==> config.mk <==
export PLATFORM = sky130hd
export DESIGN_NAME = control_unit
export DESIGN_NICKNAME = d
export VERILOG_FILES = /design/src/rtl/cirno_pkg.sv /design/src/rtl/inst_decoder.sv /design/src/rtl/control_unit.sv
export SDC_FILE = /design/constraint.sdc
export NUM_CORES = 1
export LEC_CHECK = 0
export BUFFER_PORTS_ARGS = -buffer_cell sky130_fd_sc_hd__buf_2
export CAP_MARGIN = 20
export CORE_ASPECT_RATIO = 1.4
export CORE_MARGIN = 1
export CORE_UTILIZATION = 34
export DETAILED_ROUTE_END_ITERATION = 8
export GPL_ROUTABILITY_DRIVEN = 0
export PLACE_DENSITY = 0.72
export SETUP_SLACK_MARGIN = 0.1
export SKIP_LAST_GASP = 1
export SLEW_MARGIN = 25
export SYNTH_ARGS = -nofsm -noshare
export SYNTH_HDL_FRONTEND = slang
export SYNTH_SLANG_ARGS = --single-unit
==> constraint.sdc <==
create_clock -name clk -period 2.3 [get_ports clk]
set_clock_uncertainty 0.2 [all_clocks]
set_input_delay 0.115 -clock clk [delete_from_list [all_inputs] [get_ports clk]]
set_output_delay 0.115 -clock clk [all_outputs]
set_load 0.02 [all_outputs]
==> src/rtl/cirno_pkg.sv <==
// rtl/cirno_pkg.sv - shared types and constants for the control unit slice
//
// Purpose: opcode encodings, FSM state type, ALU/write-select enums, width
// constants and the decoded control bundle passed from inst_decoder to
// control_unit.
// Ports: none (package).
package cirno_pkg;

   localparam int INST_WIDTH = 9;
   localparam int DATA_WIDTH = 8;
   localparam int TGT_WIDTH  = 8;
   localparam int IMM_WIDTH  = 6;

   localparam logic [2:0] OP_SYS  = 3'b000;
   localparam logic [2:0] OP_ALU  = 3'b001;
   localparam logic [2:0] OP_MOVL = 3'b100;
   localparam logic [2:0] OP_MOVH = 3'b101;
   localparam logic [2:0] OP_BR   = 3'b110;
   localparam logic [2:0] OP_BRI  = 3'b111;

   typedef enum logic [2:0] {
      ST_IDLE   = 3'd0,
      ST_LOAD   = 3'd1,
      ST_DECODE = 3'd2,
      ST_EXEC   = 3'd3,
      ST_HALT   = 3'd4
   } ctrl_state_t;

   typedef enum logic [1:0] {
      ALU_ADD = 2'd0,
      ALU_SUB = 2'd1,
      ALU_AND = 2'd2,
      ALU_XOR = 2'd3
   } alu_op_t;

   typedef enum logic [1:0] {
      WSEL_ALU = 2'd0,
      WSEL_LO  = 2'd1,
      WSEL_HI  = 2'd2
   } wsel_t;

   // Everything the EXEC cycle drives, decoded from the instruction register.
   typedef struct packed {
      logic                 fetch_en;
      logic                 branch;
      logic                 branchi;
      logic [TGT_WIDTH-1:0] target;
      logic [IMM_WIDTH-1:0] immediate;
      logic [1:0]           raddr_a;
      logic [1:0]           raddr_b;
      logic                 we;
      logic [1:0]           waddr;
      wsel_t                wsel;
      logic [3:0]           imm;
      alu_op_t              alu_op;
      logic                 halt;
   } ctrl_t;

endpackage

==> src/rtl/inst_decoder.sv <==
// rtl/inst_decoder.sv - combinational instruction register to control bundle
//
// Purpose: decodes the latched instruction into register-file, ALU and
// fetch controls for the EXEC cycle. Illegal encodings decode as nop.
// Ports:
//   ir          in   latched instruction word
//   rf_rdata_a  in   register-file port A data (branch target source)
//   zero_flag   in   ALU zero flag (bz condition)
//   ctl         out  decoded control bundle
module inst_decoder
   import cirno_pkg::*;
(
   input  logic [INST_WIDTH-1:0] ir,
   input  logic [DATA_WIDTH-1:0] rf_rdata_a,
   input  logic                  zero_flag,
   output ctrl_t                 ctl
);

   always_comb begin
      ctl          = '0;
      ctl.fetch_en = 1'b1;
      case (ir[8:6])
         OP_SYS: begin
            if (ir[5:0] == 6'd1) begin
               ctl.fetch_en = 1'b0;
               ctl.halt     = 1'b1;
            end
         end
         OP_ALU: begin
            ctl.alu_op  = alu_op_t'(ir[5:4]);
            ctl.waddr   = ir[3:2];
            ctl.raddr_a = ir[1:0];
            ctl.raddr_b = ir[3:2];
            ctl.we      = 1'b1;
            ctl.wsel    = WSEL_ALU;
         end
         OP_MOVL: begin
            ctl.waddr = ir[5:4];
            ctl.wsel  = WSEL_LO;
            ctl.imm   = ir[3:0];
            ctl.we    = 1'b1;
         end
         OP_MOVH: begin
            ctl.waddr = ir[5:4];
            ctl.wsel  = WSEL_HI;
            ctl.imm   = ir[3:0];
            ctl.we    = 1'b1;
         end
         OP_BR: begin
            // Only 110_000_x_ss is a branch; ir[2] selects conditional bz.
            if (ir[5:3] == 3'b000) begin
               ctl.raddr_a = ir[1:0];
               ctl.target  = rf_rdata_a;
               ctl.branch  = ir[2] ? zero_flag : 1'b1;
            end
         end
         OP_BRI: begin
            ctl.branchi   = 1'b1;
            ctl.immediate = ir[5:0];
         end
         default: ;
      endcase
   end

endmodule

==> src/rtl/control_unit.sv <==
// rtl/control_unit.sv - multicycle sequencer driving fetch_unit, register file and ALU
//
// Purpose: LOAD -> DECODE -> EXEC loop, two cycles per instruction after a
// one-cycle load. Optional retire counter guarded by CTRL_RETIRE_COUNT_EN.
// Ports:
//   clk, reset                clock, synchronous active-high reset
//   start                     begin execution (accepted in IDLE/HALT)
//   inst                      instruction word from fetch_unit
//   rf_rdata_a, zero_flag     register-file data A, ALU zero flag
//   fetch_unit_en, init,
//   branch, branchi,
//   target, immediate         fetch_unit controls
//   rf_raddr_a/b, rf_we,
//   rf_waddr, rf_wsel, rf_imm register-file controls
//   alu_op                    ALU operation
//   busy, halted              status
//   retired                   retired instruction count (CTRL_RETIRE_COUNT_EN)
module control_unit
   import cirno_pkg::*;
#(
   parameter int INST_W = INST_WIDTH,
   parameter int DATA_W = DATA_WIDTH,
   parameter int TGT_W  = TGT_WIDTH,
   parameter int IMM_W  = IMM_WIDTH
) (
   input  logic              clk,
   input  logic              reset,
   input  logic              start,
   input  logic [INST_W-1:0] inst,
   input  logic [DATA_W-1:0] rf_rdata_a,
   input  logic              zero_flag,
   output logic              fetch_unit_en,
   output logic              init,
   output logic              branch,
   output logic              branchi,
   output logic [TGT_W-1:0]  target,
   output logic [IMM_W-1:0]  immediate,
   output logic [1:0]        rf_raddr_a,
   output logic [1:0]        rf_raddr_b,
   output logic              rf_we,
   output logic [1:0]        rf_waddr,
   output logic [1:0]        rf_wsel,
   output logic [3:0]        rf_imm,
   output logic [1:0]        alu_op,
   output logic              busy,
   output logic              halted
`ifdef CTRL_RETIRE_COUNT_EN
   ,
   output logic [15:0]       retired
`endif
);

   ctrl_state_t       state;
   logic [INST_W-1:0] ir;
   ctrl_t             dec;

   inst_decoder u_dec (
      .ir         (ir),
      .rf_rdata_a (rf_rdata_a),
      .zero_flag  (zero_flag),
      .ctl        (dec)
   );

   always_ff @(posedge clk) begin
      if (reset) begin
         state <= ST_IDLE;
         ir    <= '0;
`ifdef CTRL_RETIRE_COUNT_EN
         retired <= '0;
`endif
      end else begin
         case (state)
            ST_IDLE, ST_HALT: begin
               if (start) begin
                  state <= ST_LOAD;
`ifdef CTRL_RETIRE_COUNT_EN
                  retired <= '0;
`endif
               end
            end
            ST_LOAD:   state <= ST_DECODE;
            ST_DECODE: begin
               ir    <= inst;
               state <= ST_EXEC;
            end
            ST_EXEC: begin
               state <= dec.halt ? ST_HALT : ST_DECODE;
`ifdef CTRL_RETIRE_COUNT_EN
               retired <= retired + 16'd1;
`endif
            end
            default:   state <= ST_IDLE;
         endcase
      end
   end

   // Control outputs are masked while reset is high so an instruction cut
   // short by reset never commits a register write or a pc update.
   always_comb begin
      fetch_unit_en = 1'b0;
      init          = 1'b0;
      branch        = 1'b0;
      branchi       = 1'b0;
      target        = '0;
      immediate     = '0;
      rf_raddr_a    = 2'd0;
      rf_raddr_b    = 2'd0;
      rf_we         = 1'b0;
      rf_waddr      = 2'd0;
      rf_wsel       = 2'd0;
      rf_imm        = 4'd0;
      alu_op        = 2'd0;
      if (!reset) begin
         case (state)
            ST_LOAD: begin
               fetch_unit_en = 1'b1;
               init          = 1'b1;
            end
            ST_DECODE: begin
               // Early read so register data is valid during EXEC.
               rf_raddr_a = inst[1:0];
               rf_raddr_b = inst[3:2];
            end
            ST_EXEC: begin
               fetch_unit_en = dec.fetch_en;
               branch        = dec.branch;
               branchi       = dec.branchi;
               target        = dec.target;
               immediate     = dec.immediate;
               rf_raddr_a    = dec.raddr_a;
               rf_raddr_b    = dec.raddr_b;
               rf_we         = dec.we;
               rf_waddr      = dec.waddr;
               rf_wsel       = dec.wsel;
               rf_imm        = dec.imm;
               alu_op        = dec.alu_op;
            end
            default: ;
         endcase
      end
   end

   assign busy   = (state == ST_LOAD) || (state == ST_DECODE) || (state == ST_EXEC);
   assign halted = (state == ST_HALT);

endmodule
Word level (Yosys, flattened, before mapping) --
Index checks and enable logic that the tools add are counted.
Word-level totals: bits in registers 12, latch bits 0, RAM bits 0, bits in read-only memories 0, input bits 21, output and inout bits 35, logic and storage cells 66, memories 0
Operators by class: $add $sub $neg 0, multipliers 0, divide/modulo/power cells 0, $lt $le $gt $ge 0, eq/ne operators 11, shift operators 0, multiplexer cells 46, bitwise gates (word level) 0, reduce and logical (&&, ||, !) cells 7
Operators by type and width (count):
- two-way mux 8 bit | 4
- two-way mux 2 bit | 11
- two-way mux 6 bit | 3
- two-way mux 1 bit | 17
- equality test 3 bit (second input constant) | 5
- one-hot mux 5 bit (3 select lines) | 1
- two-way mux 4 bit | 3
- one-hot mux 2 bit (2 select lines) | 3
- one-hot mux 3 bit (4 select lines) | 1
- zero test 3 bit | 3
- equality test 3 x 1 -> 1 bit (second input constant) | 2
- equality test 3 x 2 -> 1 bit (second input constant) | 2
- equality test 6 x 1 -> 1 bit (second input constant) | 1
- two-way mux 3 bit | 2
- OR reduction 2 bit | 2
- logical OR 1 bit | 2
- != test 2 bit (second input constant) | 1
- one-hot mux 1 bit (2 select lines) | 1

Depth between registers and ports, before layout --
Gate-level depths: netlist (run 1).
depth in word-level cells 5, depth in mapped cells 5

Cells and area by module --
From an unflattened synthesis (run 1), not the netlist that was laid out.
Unflattened totals: cells, all modules 158, area, all modules 1168.6 µm²
By module, submodules not included:
- control_unit | instances 1, cells an instance 99, area an instance 835.8 µm²
- inst_decoder | instances 1, cells an instance 59, area an instance 332.8 µm²

Worst setup path after synthesis (run 1) --
Ideal clock, no wire load.
kind register to output, start point register ir[5], end point output rf_raddr_a[1], arrival time 1569 ps, data required time 1985 ps, slack 416 ps, cell stages (with the launch flop) 4, path buffers 0, cell sequence dfxtp_1 -> or3_4 -> o31a_2 -> o21ai_0
On the way: longest elaborated chain between the ends 5
Ends and longest elaborated chain:
- from (decl) | line control_unit.sv:54 | logic [INST_W-1:0] ir;
- from (signal assigned) | line control_unit.sv:83 | ir <= inst;
- zero test 3 bit | line inst_decoder.sv:51 | if (ir[5:3] == 3'b000) begin
- two-way mux 2 bit | line inst_decoder.sv:51
- one-hot mux 2 bit (2 select lines) | line inst_decoder.sv:22 | case (ir[8:6])
- one-hot mux 2 bit (2 select lines) | line control_unit.sv:114 | case (state)
- two-way mux 2 bit | line control_unit.sv:113 | if (!reset) begin
- to (decl) | line control_unit.sv:38 | output logic [1:0] rf_raddr_a,
No other way between the ends.

Worst setup path after layout (run 1) --
start point register state[1], end point register ir[5]
On the way: longest elaborated chain between the ends 1
Ends and longest elaborated chain:
- from (decl) | line control_unit.sv:53 | ctrl_state_t state;
- from (signal assigned) | line control_unit.sv:87 | state <= dec.halt ? ST_HALT : ST_DECODE;
- equality test 3 x 2 -> 1 bit | line control_unit.sv:72 | case (state)
No other way between the ends. A chain may end at the register's enable or synchronous reset.

==> results of run 1 <==
==> stage by stage <==
stage,std cells,utilization (%),power (uW)
6_report,215,59.2,544
5_1_grt,215,59.2,570
4_1_cts,214,58.0,542
3_5_place_dp,190,48.3,347
3_3_place_gp,190,48.3,343
2_1_floorplan,106,-,313
==> cells in the final DEF, fill, tap and decap left out, types with 4 or more instances in the layout <==
cell	Yosys	final
buf_2	2	54
nor2_1	19	19
dlygate4sd3_1	0	19
and2_1	13	13
mux2i_1	10	10
dfxtp_1	12	9
nand2_1	7	7
and3_1	6	6
buf_4	1	4
==> synth_stat cells, drive strengths merged <==
cell type	instances	area [um2]
a21oi	1	5.00
and4bb	1	12.5
and2	13	81.3
mux2i	10	100
buf	5	40.0
or3b	1	8.76
nor3	3	15.0
nor2b	1	6.26
or3	1	11.3
and3	6	37.5
a21boi	1	7.51
nor4	2	42.5
nand2b	2	12.5
and4	1	10.0
dfxtp	12	240
nand4bb	1	16.3
nand2	7	26.3
a32o	1	11.3
a22o	2	17.5
a22oi	2	15.0
nand3	1	5.00
o31a	1	10.0
inv	2	7.51
clkbuf	2	8.75
or4b	1	13.8
nor2	19	71.3
o21ai	2	10.0
nor4b	1	8.76
a2111oi	1	8.76
nor3b	3	22.5
==> power by group <==
part	total (uW)	leakage [uW]	switching, uW	internal [uW]
Clock	172	0.0000210	75.7	96.2
Combinational	128	0.000591	57.2	70.4
Sequential	244	0.0000990	23.8	220
Total	544	0.000711	157	387
==> how the worst min path moves through the flow <==
stage               startpoint       end  slack (ns)  cells after the start
floorplan                reset  state[1]       0.005                      1
global placement       inst[6]     ir[6]        0.15                      3
global route             reset  state[0]        0.05                      2
finish                   reset  state[0]        0.03                      2
CTS                      reset  state[0]        0.02                      2
detailed placement     inst[6]     ir[6]        0.17                      3
==> what timing repair did <==
item                                   4_1_cts  5_1_grt
setup buffers                                1        0
gates cloned                                 0        1
gates resized for setup                      0        5
endpoints found under the hold margin       11        0
setup endpoints to repair                    1       20
pin swaps                                    1        1
hold buffers                                19        0
==> flip-flops by register name, indices dropped and copies added (netlist names) <==
name,count
ir,9
state,3
==> critical path: stages, from the launching register on <==
cell	delay [ns]
dfxtp_2	0.43
nor3b_1	0.28
buf_4	0.27
mux2i_1	0.23
nor2_1	0.05
dlygate4sd3_1	0.55
==> metal layers <==
layer | vias up | GRT usage (%)
li1 | 524 | -
met1 | 476 | 22.3
met2 | 56 | 36.8
met3 | 12 | 3.78
met4 | 0 | 16.7
met5 | - | 0
==> final cells by class <==
cell class              instances  share of cell area [%]
repair buffers                 78                    35.1
inverters                       2                   0.525
flip-flops and latches         12                    17.1
multi-input cells              85                    41.8
well taps                      34                    2.97
clock buffers                   4                    2.54
==> cells by family (layout without fill, tap and decap cells) <==
family	after synthesis	after routing	synth area share, %
flip-flops	12	12	27.2
buffers and inverters	9	84	6.37
AO/OA/AOI/OAI	11	11	9.63
multiplexers	10	10	11.3
AND/OR/NAND/NOR	64	64	45.5
==> impl_results.md, run 1 <==
- Synth Cell Area: approximately 880 um2
- Worst r2r dst: ir[5]
- Initial antenna violation count: 0
- Post-DP Area: approximately 0.0012 mm2
- First-pass GRT wire length: between 4000 and 5000 um
- Avg WL per Cell: between 10 and 15 um
- First DRT Iteration DRCs: 23
- CTS Root Cell: clkbuf_4
- Setup ws final: approximately 0.17 ns
- CP required: 2.26 ns
- Clock tree from TritonCTS: built
- Fmax: roughly 0.47 GHz
- Fin area: around 0.0014 mm2
- WL met2: between 1500 and 2000 um
- Power Density: about 380 mW/mm2
- Site row count: 21
- Min Hold Slack: 0.0307 ns
- ANT cells: 0
- Crit start category: register
- Post-DP HPWL: slightly below 2000 um
- Total Negative Setup Slacks: 0 ns
- Number of antenna-violating nets in the routed design: 0
- FILL cells: about 240
- Initial core utilization: between 30% and 40%
- TritonCTS Buffers: 3
- Worst skew pair latency: around 0.28 ns
- Max Cap Viol: 0
- Worst vdd ir: 253 uV
- Die Wd: about 45 um
- Reg2reg path depth: 5
- Critical-path maximum fanout: 9
- CP Capture Type: register
- Hold Vio Cnt, Final: 0
- Register area: about 240 um2
- DRT Pass-1 Iters: 4
- Post-route DRC: 0
- Worst min path class: input pin to register
- Die area: 0.00281 mm2
- Largest net degree at the start of global routing: 17
- Worst setup path class: register to register
- WL final: 2860 um
- Wire length on met1: around 1100 um
- Seq/Total Area, Yosys: 27.2%
- Layout cells sized above 1: about two fifths
- Total Routing Usage GR: between 20% and 30%
- Pins over their slew limit: 0
- Syn avg cell area: around 8.3 um2
- Syn_nets: approximately 130
- Worst endpoint data arrival time: roughly 2.1 ns
- Vias per inst: between 4 and 5
- WL met3: 143 um
- CTS Sinks: 12
- Leakage: 0.000711 uW
- H-tree Lvls: 1
- Total number of vias: 1068
- Internal reg-to-reg setup slack: between 0.15 and 0.2 ns
- Critical path startpoint: state[1]
- Critical Path Sink: ir[5]
- RSZ-0062 raised after global routing: true
- Gate Count Post-Synth: between 100 and 150
- I/O pins: 56
- Top Metal Used: met4
- Rel. slew slack: about three quarters
- Reg clk slew, reported paths: 0.08 ns
- Final min period: 2.13 ns
- Area occupied by multi-input gates: between 500 and 600 um2
- Area growth syn-to-layout: 61.9%
- Total grt overflow: 0
- Final Cycle Share: between 90% and 100%
- Netlist cell types: 33
- Core Area: approximately 0.0024 mm2
- Worst-Margin Slew: around 0.35 ns
- Final net count: around 200
- Finish-stage setup viols: 0
- CTS Buffer Depth: 2
- YS warnings: 0
- Die span in y: 62.3 um
- #FFs+latches synth: 12
- Buffers on Ports: 55
- Number of global-route vias before repair: 1089
- R2r startpoint: state[1]
- Setup slack at placement: approximately 0.40 ns
- Status: finished, final reports clean
Power figures use the tool's default switching activity.
==> run 2: changes to the inputs <==
--- a/config.mk
+++ b/config.mk
@@ -7,7 +7,7 @@
 export LEC_CHECK = 0
 export BUFFER_PORTS_ARGS = -buffer_cell sky130_fd_sc_hd__buf_2
 export CAP_MARGIN = 20
-export CORE_ASPECT_RATIO = 1.4
+export CORE_ASPECT_RATIO = 1.2
 export CORE_MARGIN = 1
 export CORE_UTILIZATION = 34
 export DETAILED_ROUTE_END_ITERATION = 8
==> impl_results.md, run 2 (synthesis gave the netlist of run 1 again) <==
- Biggest regs: ir: 9 flops, state: 3 flops
- Buffers on Ports: 55 (unchanged)
- Avg WL per Cell: 12.7 um (-4.2%)
- Worst setup path class: register to output port
- Total Routing Usage GR: 19.9% (-1.9 points)
- R2r startpoint: state[1]
- Vias per inst: 5.06 (+1.8%)
- WL met3: 118 um (-17%)
- CP Capture Type: output port
- First DRT Iteration DRCs: 9 (-61%)
- TritonCTS Buffers: 3 (unchanged)
- Crit path buffers/inverters: 2 (unchanged)
- Number of flip-flops in the largest register: 9 (unchanged)
- Hold Vio Cnt, Final: 0 (unchanged)
- First-pass GRT wire length: 4300 um (-3.7%)
- Crit-path slowest cell: or3_4
- Layout cells sized above 1: 42.9% (+0.95 points)
- Hold EP: ir[4]
- Fmax: 0.469 GHz (about the same)
- Wire length on met1: 1100 um (+2.7%)
- Final Cycle Share: 92.6% (about the same)
- Worst hold start: reset
- FILL cells: 236 (-1.3%)
- Die span in y: 57.8 um (-7.2%)
- Initial antenna violation count: 0 (unchanged)
- Reg clk slew, reported paths: 0.07 ns (about the same)
- Most common cell after layout, fill and taps aside: buf_2
- ANT cells: 0 (unchanged)
- I/O pins: 56 (unchanged)
- Final min period: 2.13 ns (+0.000982 ns)
- DRT Pass-1 Iters: 5 (+1)
- Crit start category: register
- Area growth syn-to-layout: 55.1%
- Pins over their slew limit: 0 (unchanged)
- Commonest non-fill, non-tap cells in the layout: 55 x buf_2, 19 x nor2_1, 16 x dlygate4sd3_1
- Non-Filler Instances: 208 (-3.3%)
- RSZ-0062 raised after global routing: true
- Die area: 0.00281 mm2 (about the same)
- Rel. slew slack: 71.0% (-5.0 points)
- Core Area: 0.00238 mm2 (-1.7%)
- Critical-path cell list: or3_4 -> nor4_4 -> buf_4 -> a21boi_1 -> buf_2
- Slowest Stage Delay on Critical Path: 0.44 ns (-0.11 ns)
- Reg2reg path depth: 5 (unchanged)
- Core Util, Final: 57.6% (-1.5 points)
- Leakage: 0.000691 uW (-2.8%)
- Top Metal Used: met4
- CTS Buffer Depth: 2 (unchanged)
- CTS Sinks: 12 (unchanged)
- WL final: 2650 um (-7.3%)
- Total Negative Setup Slacks: 0 ns (unchanged)
- H-tree Lvls: 1 (unchanged)
- Post-DP HPWL: 1870 um (-5.3%)
- Post-route DRC: 0 (unchanged)
- Number of antenna-violating nets in the routed design: 0 (unchanged)
- Worst vdd ir: 326 uV (+29%)
- Overall power: 496 uW (-8.8%)
- Critical-path maximum fanout: 9 (unchanged)
- Total number of vias: 1052 (-1.5%)
- CTS Root Cell: clkbuf_4
- Number of global-route vias before repair: 996 (-8.5%)
- Finish-stage setup viols: 0 (unchanged)
- Placed cells: 188 (-1.1%)
- Site row count: 19 (-9.5%)
- Worst-Margin Slew: 0.434 ns (+0.0834 ns)
- Clock tree from TritonCTS: built
- Family with the most delay on the worst path: simple AND/OR/NAND/NOR gates
- Worst min path class: input pin to register
- Die Wd: 48.5 um (+7.7%)
- Largest net degree at the start of global routing: 17 (unchanged)
- Max Cap Viol: 0 (unchanged)
- Initial core utilization: 37.2% (+0.62 points)
- Worst endpoint data arrival time: 1.82 ns (-0.27 ns)
- Largest reg by FF count: ir
- Worst skew pair latency: 0.27 ns (about the same)
- Power Density: 362 mW/mm2 (-4.9%)
- Hold Crit Depth: 2 (unchanged)
- Total grt overflow: 0 (unchanged)
- Status: finished, final reports clean
- Critical path startpoint: ir[5]
- Worst r2r dst: ir[1]
- Internal reg-to-reg setup slack: 0.30 ns (+0.13 ns)
- WL met2: 1410 um (-7.7%)
- CP required: 1.99 ns (-0.27 ns)
- Final net count: 200 (-1.5%)
==> run 2: changes by cell type in the layout (fill, tap and decap cells not counted) <==
cell             change
buf_2                +1
clkdlybuf4s15_2      -1
dlygate4sd3_1        -3
clkbuf_8             -1
nand4bb_2            +1
nor3b_1              -1
nor3b_2              +1
nand4bb_4            -1
==> run 2: power breakdown <==
part	internal, uW	switching (uW)
sequential	220	22.3
combinational	68.9	56.2
clock	60.5	67.4
==> run 2: worst register-to-register path: stages, from the launching register on <==
cell,delay [ns]
dfxtp_2,0.42
nor3b_2,0.25
buf_4,0.19
mux2i_1,0.19
nor2_1,0.06
dlygate4sd3_1,0.58
==> run 2: what timing repair did <==
| action | 4_1_cts | 5_1_grt |
|---|---|---|
| hold endpoints to repair | 11 | 0 |
| hold buffers | 16 | 0 |
| endpoints found under the setup margin | 0 | 19 |
| setup buffers | 0 | 1 |
| gates resized for setup | 0 | 4 |
==> run 2: layout make-up <==
class / count / area (um2) / area share, %
Multi-Input combinational cell: 85 / 592 / 43.2
Inverter: 2 / 7.51 / 0.548
Clock buffer: 3 / 22.5 / 1.64
Sequential cell: 12 / 244 / 17.8
Tap cell: 31 / 38.8 / 2.83
Timing Repair Buffer: 75 / 465 / 34.0
==> run 2: worst max-delay path by stage <==
| stage | to | depth (start not counted) |
|---|---|---|
| after global placement | branch | 4 |
| after global routing | branch | 5 |
| after CTS | branch | 4 |
| after detailed placement | branch | 4 |
| after floorplan | rf_raddr_a[1] | 3 |
| final | branch | 5 |
==> run 2: stage by stage <==
stage               instance area, um2  setup slack [ns]  hold slack [ns]
floorplan                          883             0.416          0.00469
global placement                  1170             0.467            0.152
detailed placement                1170             0.411            0.156
CTS                               1350             0.104           0.0126
global route                      1370            0.0877           0.0292
finish                            1370             0.170           0.0173
==> run 2: metal layers <==
layer | vias to the layer above | track usage (%)
li1 | 517 | -
met1 | 494 | 21.2
met2 | 39 | 39.2
met3 | 2 | 2.10
met4 | 0 | 8.82
met5 | - | 0
==> run 3: changes to the inputs <==
--- a/config.mk
+++ b/config.mk
@@ -7,12 +7,14 @@
 export LEC_CHECK = 0
 export BUFFER_PORTS_ARGS = -buffer_cell sky130_fd_sc_hd__buf_2
 export CAP_MARGIN = 20
+export CELL_PAD_IN_SITES_DETAIL_PLACEMENT = 1
+export CELL_PAD_IN_SITES_GLOBAL_PLACEMENT = 1
 export CORE_ASPECT_RATIO = 1.2
 export CORE_MARGIN = 1
-export CORE_UTILIZATION = 34
+export CORE_UTILIZATION = 31
 export DETAILED_ROUTE_END_ITERATION = 8
 export GPL_ROUTABILITY_DRIVEN = 0
-export PLACE_DENSITY = 0.72
+export PLACE_DENSITY = 0.9
 export SETUP_SLACK_MARGIN = 0.1
 export SKIP_LAST_GASP = 1
 export SLEW_MARGIN = 25
==> impl_results.md, run 3 (synthesis gave the netlist of run 1 again) <==
- Most common cell after layout, fill and taps aside: buf_2
- Crit start category: register
- Critical-path maximum fanout: 9 (unchanged)
- ANT cells: 0 (unchanged)
- Finish-stage setup viols: 0 (unchanged)
- Number of global-route vias before repair: 1141 (+15%)
- Largest net degree at the start of global routing: 17 (unchanged)
- Power Density: 369 mW/mm2 (+1.9%)
- Largest reg by FF count: ir
- Final Cycle Share: 93.8% (+1.2 points)
- H-tree Lvls: 1 (unchanged)
- Initial antenna violation count: 0 (unchanged)
- Cell-internal power: 348 uW (-0.58%)
- Slowest Stage Delay on Critical Path: 0.45 ns (about the same)
- Total Negative Setup Slacks: 0 ns (unchanged)
- Leakage: 0.000682 uW (-1.4%)
- Crit-path slowest cell: or3_4
- First DRT Iteration DRCs: 15 (+6)
- Reg clk slew, reported paths: 0.08 ns (about the same)
- WL met2: 1810 um (+29%)
- Die Wd: 50.7 um (+4.5%)
- Worst endpoint data arrival time: 1.84 ns (+0.02 ns)
- Final net count: 199 (-0.50%)
- Initial core utilization: 33.6% (-3.5 points)
- Post-route DRC: 0 (unchanged)
- CP Capture Type: output port
- CP required: 1.99 ns (about the same)
- Site row count: 20 (+1)
- Max Cap Viol: 0 (unchanged)
- Crit path buffers/inverters: 2 (unchanged)
- RSZ-0062 raised after global routing: true
- Hold Vio Cnt, Final: 0 (unchanged)
- Fmax: 0.464 GHz (-1.3%)
- Vias per inst: 5.15 (+1.8%)
- Total number of vias: 1076 (+2.3%)
- Combinational power share: 25.1% (about the same)
- Die area: 0.00307 mm2 (+9.3%)
- Switch Pwr: 154 uW (+5.3%)
- Worst skew pair latency: 0.27 ns (about the same)
- Worst min path class: input pin to register
- Core Util, Final: 51.8% (-5.9 points)
- Top Metal Used: met4
- TritonCTS Buffers: 3 (unchanged)
- Total grt overflow: 0 (unchanged)
- Worst vdd ir: 290 uV (-11%)
- Pins over their slew limit: 0 (unchanged)
- WL final: 3330 um (+26%)
- Number of antenna-violating nets in the routed design: 0 (unchanged)
- Die span in y: 60.5 um (+4.6%)
- Worst setup path class: register to output port
- Number of flip-flops in the largest register: 9 (unchanged)
- DRT Pass-1 Iters: 5 (unchanged)
- Core Area: 0.00263 mm2 (+11%)
- Rel. slew slack: 65.4% (-5.6 points)
- CTS Buffer Depth: 2 (unchanged)
- Clk pwr share: 26.1% (+0.3 points)
- Wire length on met1: 1330 um (+21%)
- CTS Root Cell: clkbuf_4
- Worst-Margin Slew: 0.517 ns (+0.0834 ns)
- WL met3: 143 um (+21%)
- Final min period: 2.16 ns (+0.0272 ns)
- Area growth syn-to-layout: 54.0%
- Commonest non-fill, non-tap cells in the layout: 55 x buf_2, 19 x nor2_1, 16 x dlygate4sd3_1
- FILL cells: 331 (+40%)
- Critical-path cell list: or3_4 -> nor4_4 -> buf_4 -> a21boi_1 -> buf_2
- I/O pins: 56 (unchanged)
- Net Sw Frac: 30.6% (+1.2 points)
- Register share of total power: 48.9% (about the same)
- Biggest regs: ir: 9 flops, state: 3 flops
- Overall power: 501 uW (+1.2%)
- Family with the most delay on the worst path: simple AND/OR/NAND/NOR gates
- Clock tree from TritonCTS: built
- Total Routing Usage GR: 22.6% (+2.7 points)
- Post-DP HPWL: 2150 um (+15%)
- First-pass GRT wire length: 5130 um (+19%)
- Buffers on Ports: 55 (unchanged)
- Layout cells sized above 1: 42.0% (-0.89 points)
- CTS Sinks: 12 (unchanged)
- Status: finished, final reports clean
- Avg WL per Cell: 15.9 um (+25%)
[run 3: cell types whose count changed in the layout (fill, tap and decap cells not counted)]
cell     previous run  this run
nor3b_1             2         3
buf_4               4         3
nor3b_2             1         0
o21ai_0             2         0
o21ai_1             0         2
[run 3: final timing paths]
check | start | to | slack (ns) | cells after the start
max reg2reg | state[1] | ir[5] | 0.25 | 5
min reg2reg | state[0] | state[0] | 0.34 | 1
min | reset | ir[6] | 0.003 | 2
max | ir[5] | branch | 0.14 | 5
[run 3: layout make-up]
type                       count  area (um2)  area share [%]
sequential                    12         244            17.9
inverter                       2        7.51           0.552
tap                           33        41.3            3.04
timing repair buffer          74         458            33.7
clock buffer                   3        22.5            1.66
multi-input combinational     85         587            43.1
[run 3: routing by layer]
layer / track usage [%] / up-vias
met2: 45.5 / 44
met4: 9.92 / 0
met5: 0 / -
li1: - / 518
met3: 2.26 / 6
met1: 23.5 / 508
[run 3: what timing repair did]
| action | 4_1_cts | 5_1_grt |
|---|---|---|
| endpoints found under the hold margin | 10 | 0 |
| setup endpoints to repair | 0 | 24 |
| gates resized for setup | 0 | 5 |
| setup buffers | 0 | 1 |
| hold buffers | 16 | 0 |
[run 3: per-stage QoR]
stage / cell area [um2] / instances / setup WS, ns / hold slack (ns)
global route: 1360 / 209 / 0.0496 / 0.0304
CTS: 1350 / 208 / 0.100 / 0.00202
detailed placement: 1170 / 189 / 0.400 / 0.161
floorplan: 883 / 106 / 0.416 / 0.00469
global placement: 1170 / 189 / 0.474 / 0.149
finish: 1360 / 209 / 0.143 / 0.00273
[run 3: power groups by stage]
| stage | Combinational (uW) | Sequential [uW] | Clock, uW |
|---|---|---|---|
| 6_report | 126 | 245 | 131 |
| 5_1_grt | 135 | 248 | 138 |
| 4_1_cts | 122 | 242 | 129 |
| 3_5_place_dp | 101 | 247 | 0 |
| 3_3_place_gp | 97.7 | 246 | 0 |
| 2_1_floorplan | 80.5 | 232 | 0 |
